===== config.mk =====
export PLATFORM = sky130hd
export DESIGN_NAME = jogo_memoria_param
export DESIGN_NICKNAME = d
export VERILOG_FILES = /design/src/rtl/jogo_memoria_param.sv
export SDC_FILE = /design/constraint.sdc
export NUM_CORES = 1
export LEC_CHECK = 0
export ABC_AREA = 1
export CAP_MARGIN = 20
export CORE_AREA = 2 2 97 99
export DETAILED_ROUTE_END_ITERATION = 16
export DIE_AREA = 0 0 99 101
export PLACE_DENSITY_LB_ADDON = 0.12
export SETUP_SLACK_MARGIN = 0.2
export SLEW_MARGIN = 20
export SYNTH_ARGS = -nofsm -noshare
export SYNTH_HDL_FRONTEND = slang
export SYNTH_SLANG_ARGS = --single-unit
export TNS_END_PERCENT = 10

===== constraint.sdc =====
create_clock -name clock -period 2.8 [get_ports clock]
set_input_delay 0.28 -clock clock [delete_from_list [all_inputs] [get_ports clock]]
set_output_delay 0.28 -clock clock [all_outputs]
set_load 0.02 [all_outputs]

===== src/rtl/jogo_memoria_param.sv =====
// Parametrised memory-game core: shows mem[0], checks growing press sequences, optional append mode.
// Optional press timeout enabled by defining JOGO_TIMEOUT_EN.
module jogo_memoria_param #(
  parameter int unsigned N_BOTOES       = 4,
  parameter int unsigned ADDR_W         = 4,
  parameter int unsigned RODADAS        = 16,
  parameter int unsigned MOSTRA_CICLOS  = 2000,
  parameter int unsigned TIMEOUT_CICLOS = 3000
) (
  input  logic                clock,
  input  logic                reset,
  input  logic                iniciar,
  input  logic                modo,
  input  logic [N_BOTOES-1:0] botoes,
  input  logic                mem_we,
  input  logic [ADDR_W-1:0]   mem_addr,
  input  logic [N_BOTOES-1:0] mem_dado,
  output logic                ganhou,
  output logic                perdeu,
  output logic                pronto,
  output logic [N_BOTOES-1:0] leds,
  output logic [3:0]          db_estado,
  output logic [ADDR_W-1:0]   db_rodada,
  output logic [ADDR_W-1:0]   db_contagem,
  output logic                db_timeout
);

  localparam int unsigned MW = (MOSTRA_CICLOS > 1) ? $clog2(MOSTRA_CICLOS) : 1;
  localparam int unsigned PROF = 1 << ADDR_W;
  localparam logic [MW-1:0]     MOSTRA_FIM  = MW'(MOSTRA_CICLOS - 1);
  localparam logic [ADDR_W-1:0] RODADA_FIM  = ADDR_W'(RODADAS - 1);

  typedef enum logic [3:0] {
    INICIAL      = 4'h0,
    PREPARA      = 4'h1,
    MOSTRA       = 4'h2,
    ESPERA       = 4'h3,
    REGISTRA     = 4'h4,
    COMPARA      = 4'h5,
    PROX_JOGADA  = 4'h6,
    PROX_RODADA  = 4'h7,
    ESPERA_GRAVA = 4'h8,
    GRAVA        = 4'h9,
    GANHOU       = 4'hA,
    PERDEU       = 4'hB
  } estado_t;

  estado_t             estado_q, estado_d;
  logic [N_BOTOES-1:0] b_r_q, b_p_q;
  logic [N_BOTOES-1:0] jogada_q, jogada_d;
  logic [ADDR_W-1:0]   rodada_q, rodada_d;
  logic [ADDR_W-1:0]   endereco_q, endereco_d;
  logic [MW-1:0]       mostra_q, mostra_d;
  logic                modo_q, modo_d;
  logic                ganhou_q, ganhou_d;
  logic                perdeu_q, perdeu_d;
  logic                pronto_q;
  logic [N_BOTOES-1:0] leds_q, leds_d;
  logic [N_BOTOES-1:0] mem_q [PROF];

  logic                evento_c, espera_c, expira_c, multi_c;
  logic                mem_wr_c;
  logic [ADDR_W-1:0]   mem_wa_c;
  logic [N_BOTOES-1:0] mem_wd_c;

  assign evento_c = (b_r_q != '0) && (b_p_q == '0);
  assign espera_c = (estado_q == ESPERA) || (estado_q == ESPERA_GRAVA);
  assign multi_c  = (jogada_q & (jogada_q - N_BOTOES'(1))) != '0;

`ifdef JOGO_TIMEOUT_EN
  localparam int unsigned TW = (TIMEOUT_CICLOS > 1) ? $clog2(TIMEOUT_CICLOS) : 1;
  localparam logic [TW-1:0] TIMEOUT_FIM = TW'(TIMEOUT_CICLOS - 1);
  logic [TW-1:0] timer_q;
  logic          timeout_q;

  assign expira_c = espera_c && !evento_c && (timer_q == TIMEOUT_FIM);

  // Timer runs only while waiting for a press; every other state restarts it.
  always_ff @(posedge clock) begin
    if (reset) begin
      timer_q   <= '0;
      timeout_q <= 1'b0;
    end else begin
      timer_q <= (espera_c && !evento_c && !expira_c) ? timer_q + TW'(1) : '0;
      if (estado_q == PREPARA)
        timeout_q <= 1'b0;
      else if (expira_c)
        timeout_q <= 1'b1;
    end
  end

  assign db_timeout = timeout_q;
`else
  assign expira_c   = 1'b0;
  assign db_timeout = 1'b0;
`endif

  always_ff @(posedge clock) begin
    if (reset) begin
      estado_q   <= INICIAL;
      b_r_q      <= '0;
      b_p_q      <= '0;
      jogada_q   <= '0;
      rodada_q   <= '0;
      endereco_q <= '0;
      mostra_q   <= '0;
      modo_q     <= 1'b0;
      ganhou_q   <= 1'b0;
      perdeu_q   <= 1'b0;
      pronto_q   <= 1'b0;
      leds_q     <= '0;
    end else begin
      estado_q   <= estado_d;
      b_r_q      <= botoes;
      b_p_q      <= b_r_q;
      jogada_q   <= jogada_d;
      rodada_q   <= rodada_d;
      endereco_q <= endereco_d;
      mostra_q   <= mostra_d;
      modo_q     <= modo_d;
      ganhou_q   <= ganhou_d;
      perdeu_q   <= perdeu_d;
      pronto_q   <= ganhou_d | perdeu_d;
      leds_q     <= leds_d;
    end
  end

  // Sequence RAM survives reset on purpose so a preloaded game can be replayed.
  always_ff @(posedge clock) begin
    if (mem_wr_c)
      mem_q[mem_wa_c] <= mem_wd_c;
  end

  always_comb begin
    estado_d   = estado_q;
    jogada_d   = jogada_q;
    rodada_d   = rodada_q;
    endereco_d = endereco_q;
    mostra_d   = mostra_q;
    modo_d     = modo_q;
    ganhou_d   = ganhou_q;
    perdeu_d   = perdeu_q;
    mem_wr_c   = 1'b0;
    mem_wa_c   = mem_addr;
    mem_wd_c   = mem_dado;
    case (estado_q)
      INICIAL, GANHOU, PERDEU: begin
        mem_wr_c = mem_we;
        if (iniciar) estado_d = PREPARA;
      end
      PREPARA: begin
        rodada_d   = '0;
        endereco_d = '0;
        mostra_d   = '0;
        ganhou_d   = 1'b0;
        perdeu_d   = 1'b0;
        modo_d     = modo;
        estado_d   = MOSTRA;
      end
      MOSTRA: begin
        if (mostra_q == MOSTRA_FIM) estado_d = ESPERA;
        else                        mostra_d = mostra_q + MW'(1);
      end
      ESPERA, ESPERA_GRAVA: begin
        if (evento_c) begin
          jogada_d = b_r_q;
          estado_d = (estado_q == ESPERA) ? REGISTRA : GRAVA;
        end else if (expira_c) begin
          perdeu_d = 1'b1;
          estado_d = PERDEU;
        end
      end
      REGISTRA: begin
        jogada_d = b_r_q;
        estado_d = COMPARA;
      end
      COMPARA: begin
        if (multi_c || (jogada_q != mem_q[endereco_q])) begin
          perdeu_d = 1'b1;
          estado_d = PERDEU;
        end else if (endereco_q == rodada_q) begin
          estado_d = PROX_RODADA;
        end else begin
          estado_d = PROX_JOGADA;
        end
      end
      PROX_JOGADA: begin
        endereco_d = endereco_q + ADDR_W'(1);
        estado_d   = ESPERA;
      end
      PROX_RODADA: begin
        if (rodada_q == RODADA_FIM) begin
          ganhou_d = 1'b1;
          estado_d = GANHOU;
        end else begin
          rodada_d   = rodada_q + ADDR_W'(1);
          endereco_d = '0;
          estado_d   = modo_q ? ESPERA_GRAVA : ESPERA;
        end
      end
      GRAVA: begin
        mem_wr_c = 1'b1;
        mem_wa_c = rodada_q;
        mem_wd_c = jogada_q;
        estado_d = ESPERA;
      end
      default: estado_d = INICIAL;
    endcase
  end

  // LEDs registered from the next state so they line up with db_estado.
  always_comb begin
    leds_d = '0;
    case (estado_d)
      MOSTRA:               leds_d = mem_q[0];
      ESPERA, ESPERA_GRAVA: leds_d = botoes;
      default:              leds_d = '0;
    endcase
  end

  assign ganhou      = ganhou_q;
  assign perdeu      = perdeu_q;
  assign pronto      = pronto_q;
  assign leds        = leds_q;
  assign db_estado   = estado_q;
  assign db_rodada   = rodada_q;
  assign db_contagem = endereco_q;

endmodule


Yosys cells after proc, flatten, opt, wreduce, memory -nomap -nowiden
Memories as Yosys holds them, arrays and structs flattened. A register that Yosys moved wholly into a read port is not among the register bits.
Index checks and enable logic that the tools add are counted.

operators by class
  add/sub/neg operators = 4
  equal/unequal tests = 21
  multiplexer cells = 29
  bitwise gates (word level) = 2
  reductions and logical operators = 18

operator list
  kind                                                 number
  2-to-1 mux 4 bit                                     14
  one-hot mux 4 bit (8 select lines)                   1
  equality test 4 bit, second input constant           6
  one-hot mux 4 bit (2 select lines)                   3
  one-hot mux 11 bit (2 select lines)                  1
  equality test 4 x 2 -> 1 bit, second input constant  4
  equality test 4 x 3 -> 1 bit, second input constant  4
  one-hot mux 4 bit (3 select lines)                   1
  adder 11 x 1 -> 11 bit, second input constant        1
  equality test 11 bit, second input constant          1
  2-to-1 mux 11 bit                                    1
  adder 4 x 1 -> 4 bit, second input constant          2
  logical NOT 4 bit                                    2
  AND reduction 2 bit                                  4
  nonzero test 4 bit                                   2
  != test 2 bit, second input constant                 3
  one-hot mux 1 bit (2 select lines)                   3
  nonzero test 2 bit                                   3
  OR reduction 2 bit                                   3
  2-to-1 mux 1 bit                                     5
  AND 4 bit                                            1
  equality test 4 x 1 -> 1 bit, second input constant  1
  equality test 4 bit                                  1
  != test 4 bit                                        1
  6 further kinds                                      6

word-level totals
  register bits = 43
  RAM bits = 64
  bits of input ports = 17
  output and inout bits = 20
  memories kept = 1

memory list
  name   depth  width  rd ports  clocked after memory_dff  write ports  line  text
  mem_q  16     4      2         1                         1            59    logic [N_BOTOES-1:0] mem_q [PROF];

Longest topological paths before layout
  word-level depth = 9
  depth in mapped cells = 20
  gate-level depth less buffers = 18

Worst setup path before layout
No wires, ideal clock.

  path type = register -> register
  from = register estado_q[0] (netlist: db_estado[0])
  to = memory mem_q[0][3] (data pin)
  library setup time = 330 ps
  arrival = 1762 ps
  required time = 2470 ps
  setup slack = 708 ps
  cell stages (with the launch flop) = 6
  path buffers = 1
  cell sequence = dfxtp_1 inv_1 nor2_1 nand2_1 clkbuf_1 o21ai_0

on the way
  longest elaborated chain between the ends = 2

RTL lines
  element                 line  text
  start, declared         48    estado_t estado_q, estado_d;
  start signal, assigned  113   estado_q <= estado_d;
  equality test 4 bit     146   case (estado_q)
  2-to-1 mux 4 bit        146
  via mem_wd_c[3]         64    logic [N_BOTOES-1:0] mem_wd_c;
  end, declared           59

The timed path passes the listed nets, and every way through them passes these cells.

Worst setup path after layout
  from = register estado_q[0] (netlist: db_estado[0])
  to = memory mem_q[13][2], enable pin

on the way
  longest elaborated chain between the ends = 5
  elaborated cells on any way between the ends = 9
  classes of those cells = eq/ne (3); mux (4); reduce/logical (2)

RTL lines
  element                                                          line  text
  equality test 4 bit / logical NOT 4 bit (equally long branches)  146
  OR reduction 3 bit                                               146
  one-hot mux 1 bit (2 select lines)                               146
  2-to-1 mux 1 bit                                                 130   if (mem_wr_c)
  2-to-1 mux 1 bit (not written as such)                           131   mem_q[mem_wa_c] <= mem_wd_c;

Several ways; a longest one is shown, not always the timed one.

==> reports/results.txt <==
The run finished with clean final reports. The vertical die dimension was 101 µm. The number of synthesized flops with an enable pin is 64, and the top achievable clock speed is 411 MHz. Global routing used 28.6% of the available met1 tracks.

The startpoint identified for the worst register-to-register timing path is db_estado[0]. In this run the count of I/O pins placed on the die edge is 37. The total area of multi-input combinational cells was 1740 µm²; the slew at the pin closest to its max-slew limit was 575 ps. In this run the number of H-tree levels came out at 3. For the fraction of met3 tracks used by global routing, the log shows 4.51%. The most numerous cell type found on the critical path is inv_1.

The tools report the count of TritonRoute iterations in the first routing pass as 5. The biggest area contributor in the post-synthesis netlist is edfxtp_1. The tools report the area of the mapped netlist as 5020 µm². The count of maximum capacitance violations came out at 0.

The endpoint identified for the worst register-to-register timing path is mem_q[13][2]. The number of register bits inferred by synthesis was 111; the fraction of the cycle the final worst path needs was 86.9%. The floorplan step defined a die boundary enclosing 10000 µm². The worst setup path is launched from a register. The aggregate global routing overflow was 0. Total count of hold-check failures in the final report: 0. For the worst setup path, the data arrival time is 2470 ps.

The cell count after synthesis came out at 579. The class of the most critical setup path is register to register. By area the synthesized netlist is led by edfxtp_1 (38%), dfxtp_1 (19%), nand2_1 (9.8%), nand3_1 (5.7%), nor2_1 (4.9%).

The combined global-route utilization of all metal layers came out at 23.3%. Clock network latency to the later pin of the worst-skew pair: 370 ps. The initialized floorplan defines 35 standard-cell rows. The buffers plus inverters on the worst setup path was 3. In the layout the commonest cells are nand2_1 (131), nor2_1 (66), edfxtp_1 (64).

In this run the worst path has a maximum fanout of 15. The most common cell after layout, fill and taps aside was nand2_1. Counting the fill cells in the layout gives 781.

The worst hold path belongs to the class input pin to register. At the end of routability-driven placement, the weighted congestion stood at 0.868. In this run, CTS created clock tree buffers numbering 9. The family of cells with the greatest summed delay on the critical path is simple AND/OR/NAND/NOR gates.

The number of nets handed over by synthesis was 599. The wire-length estimate of the detail-placed layout is 7.87 mm. The count of hold buffers inserted by post-cts repair was 0.

Of the cells placed in the final design, the portion with a size suffix greater than 1 is 10.6%. Met2 demand-to-capacity share in global routing: 40.2%. The power density over the cells was 557 nW/µm²; the post-layout utilization of the core was 62.9%. After clock tree synthesis, the clock-pin slew on the worst setup and hold paths is 100 ps. The number of buffers on the longest clock path was 2; the clock period minus final worst setup slack was 2430 ps. The tools report the hold path startpoint as botoes[1]. TritonCTS built the clock tree. Clock tree synthesis found a total of 111 sinks. For this configuration, the core starts out at a cell density of 56.0%. The tools report the final-stage net count as 638.

Total area of sequential cells: 2860 µm². Entering global routing, the biggest net connects 33 pins. For this run, asynchronously set or reset flops after synthesis account for 0%. The critical path goes through inv_1 -> nor2_1 -> nand2_1 -> inv_1 -> or2_1 -> o21ai_0 -> inv_1 -> nand3_1 -> nor2_1. The number of antenna violations at the first check in global routing was 0. Tracing the worst setup path back leads to its startpoint at db_estado[0]. Across the routed clock network, the largest skew measured is 17.3 ps. The final number of max-transition violations was 0; the routed via count divided by cell count was 5.35. Dividing the detail-routed wire length by the instance count gives 15.0 µm. The horizontal extent of the die is 99 µm, and the number of cells on the worst reg-to-reg path is 9.

The detail route stage leaves a number of antenna-violating nets equal to 0. The most used routing layer in global routing is met2. The count of endpoints failing setup in the final report is 0. The first global-routing pass estimated 18.1 mm of wire. In this run the worst setup path terminates at mem_q[13][2]. The run gives 2840 ps as the data required time of the worst path. For the synthesis warning total, the log shows 0. After detailed routing, the total wire length is 11.0 mm. The sequential area share after synthesis was 57.0%; the relative max-transition margin was 61.3%. The setup total negative slack was 0 ps; the antenna diode count was 0. The tools report the worst reg-to-reg setup slack as 370 ps.

The highest ir drop seen on vdd is 362 µV. Across all layers, the routed design uses 3,928 vias. For this run, the leading register cell type out of synthesis is edfxtp_1. Setup repair after global routing could not meet its margin everywhere. The critical path runs through a total of 9 cells.

The slowest stage of the critical path belongs to the cell dfxtp_1. The count of different cell masters after synthesis is 41. The tree is rooted in a clkbuf_8. After detailed routing, the number of remaining DRC violations is 0.

The analysis attributes to cell leakage a power of 2.28 nW. The delay of the slowest critical-path stage works out to 460 ps. The port buffer count was 35; the area of the core region was 8980 µm². The top cell type's share of synthesized area is 38.2%. For the via count of the first global-routing pass, the log shows 3,827. Relative to the synthesized area, the layout overhead comes to 12.5%.

STA classifies the critical path endpoint as a register. A synthesized cell averages 8.68 µm². After the first detailed-routing iteration, the DRC count stood at 182.
==> per-stage QoR <==
step	power (mW)	std cells	worst slack [ps]	area [µm²]	hold WS, ps
2_1_floorplan	2.11	579	708	5020	398
3_3_place_gp	2.25	718	555	5460	444
3_5_place_dp	2.26	718	422	5460	447
4_1_cts	3.17	734	380	5650	421
5_1_grt	3.29	734	127	5650	440
6_report	3.15	734	366	5650	435
==> synthesized netlist by cell type, types with 2 or more instances <==
master / count
nand2_1: 131
nor2_1: 66
edfxtp_1: 64
nand3_1: 57
inv_1: 55
dfxtp_1: 47
inv_2: 26
a21oi_1: 22
o21ai_0: 21
o21ai_1: 18
nor3_1: 7
buf_6: 5
nand2_2: 5
nand4_1: 5
buf_4: 4
nor2_2: 4
or2_1: 4
xnor2_1: 4
clkbuf_1: 3
ha_1: 3
nor4_1: 3
buf_2: 2
nand3_2: 2
nor2_4: 2
nor3b_1: 2
o22ai_1: 2
==> cell families (layout without fill, tap and decap cells) <==
group                      count (synthesis)  after routing  share of synthesized area, %
and+or+nand+nor                          290            290                          25.2
DFF                                      111            111                          57.0
buffers and inverters                     98            142                          8.47
AOI/OAI and AO/OA                         71             71                          7.69
xor gates and xnor gates                   5              5                         0.871
adders and majority gates                  3              3                         0.747
other                                      1              1                        0.0746
==> layer usage <==
metal | vias to the layer above | wire [µm]
met3 | 27 | 538
met4 | 0 | 303
met5 | - | 0
met1 | 1819 | 4760
li1 | 1968 | -
met2 | 114 | 5420
==> worst register-to-register path, stage by stage, from the launching register on <==
cell	delay (ps)
dfxtp_1	460
inv_1	90
nor2_1	160
nand2_1	290
inv_1	190
or2_1	110
o21ai_0	120
inv_1	120
nand3_1	230
nor2_1	340
==> how the worst min path moves through the flow <==
stage / endpoint / slack [ps] / cells after the start
final: b_r_q[1] / 440 / 3
after floorplan: b_r_q[0] / 400 / 2
after CTS: b_r_q[1] / 420 / 3
after detailed placement: b_p_q[0] / 450 / 2
after global routing: b_r_q[0] / 440 / 3
after global placement: b_p_q[0] / 440 / 2
==> sequential cells by signal, summed over array words and instances (netlist names), named ones only <==
register / count
b_p_q: 4
b_r_q: 4
db_contagem: 4
db_estado: 4
db_rodada: 4
ganhou: 1
jogada_q: 4
leds: 4
mem_q: 64
modo_q: 1
mostra_q: 11
perdeu: 1
pronto: 1
==> cell type report <==
type	count	area share (%)
Clock inverter	6	1.06
Tap cell	111	2.46
Multi-Input combinational cell	370	30.7
Timing Repair Buffer	43	7.26
Clock buffer	10	2.26
Sequential cell	111	50.7
Inverter	83	5.56
==> power by group <==
group          switching (mW)  internal [mW]  leakage (nW)
clock network           0.514          0.411        0.0903
logic                   0.269          0.143          1.23
registers              0.0347           1.78         0.959
total                   0.818           2.33          2.28
==> what timing repair did <==
item,4_1_cts,5_1_grt
endpoints found under the setup margin,0,52
resized for setup,0,0
buffers inserted,0,0
Power figures use the tool's default switching activity.
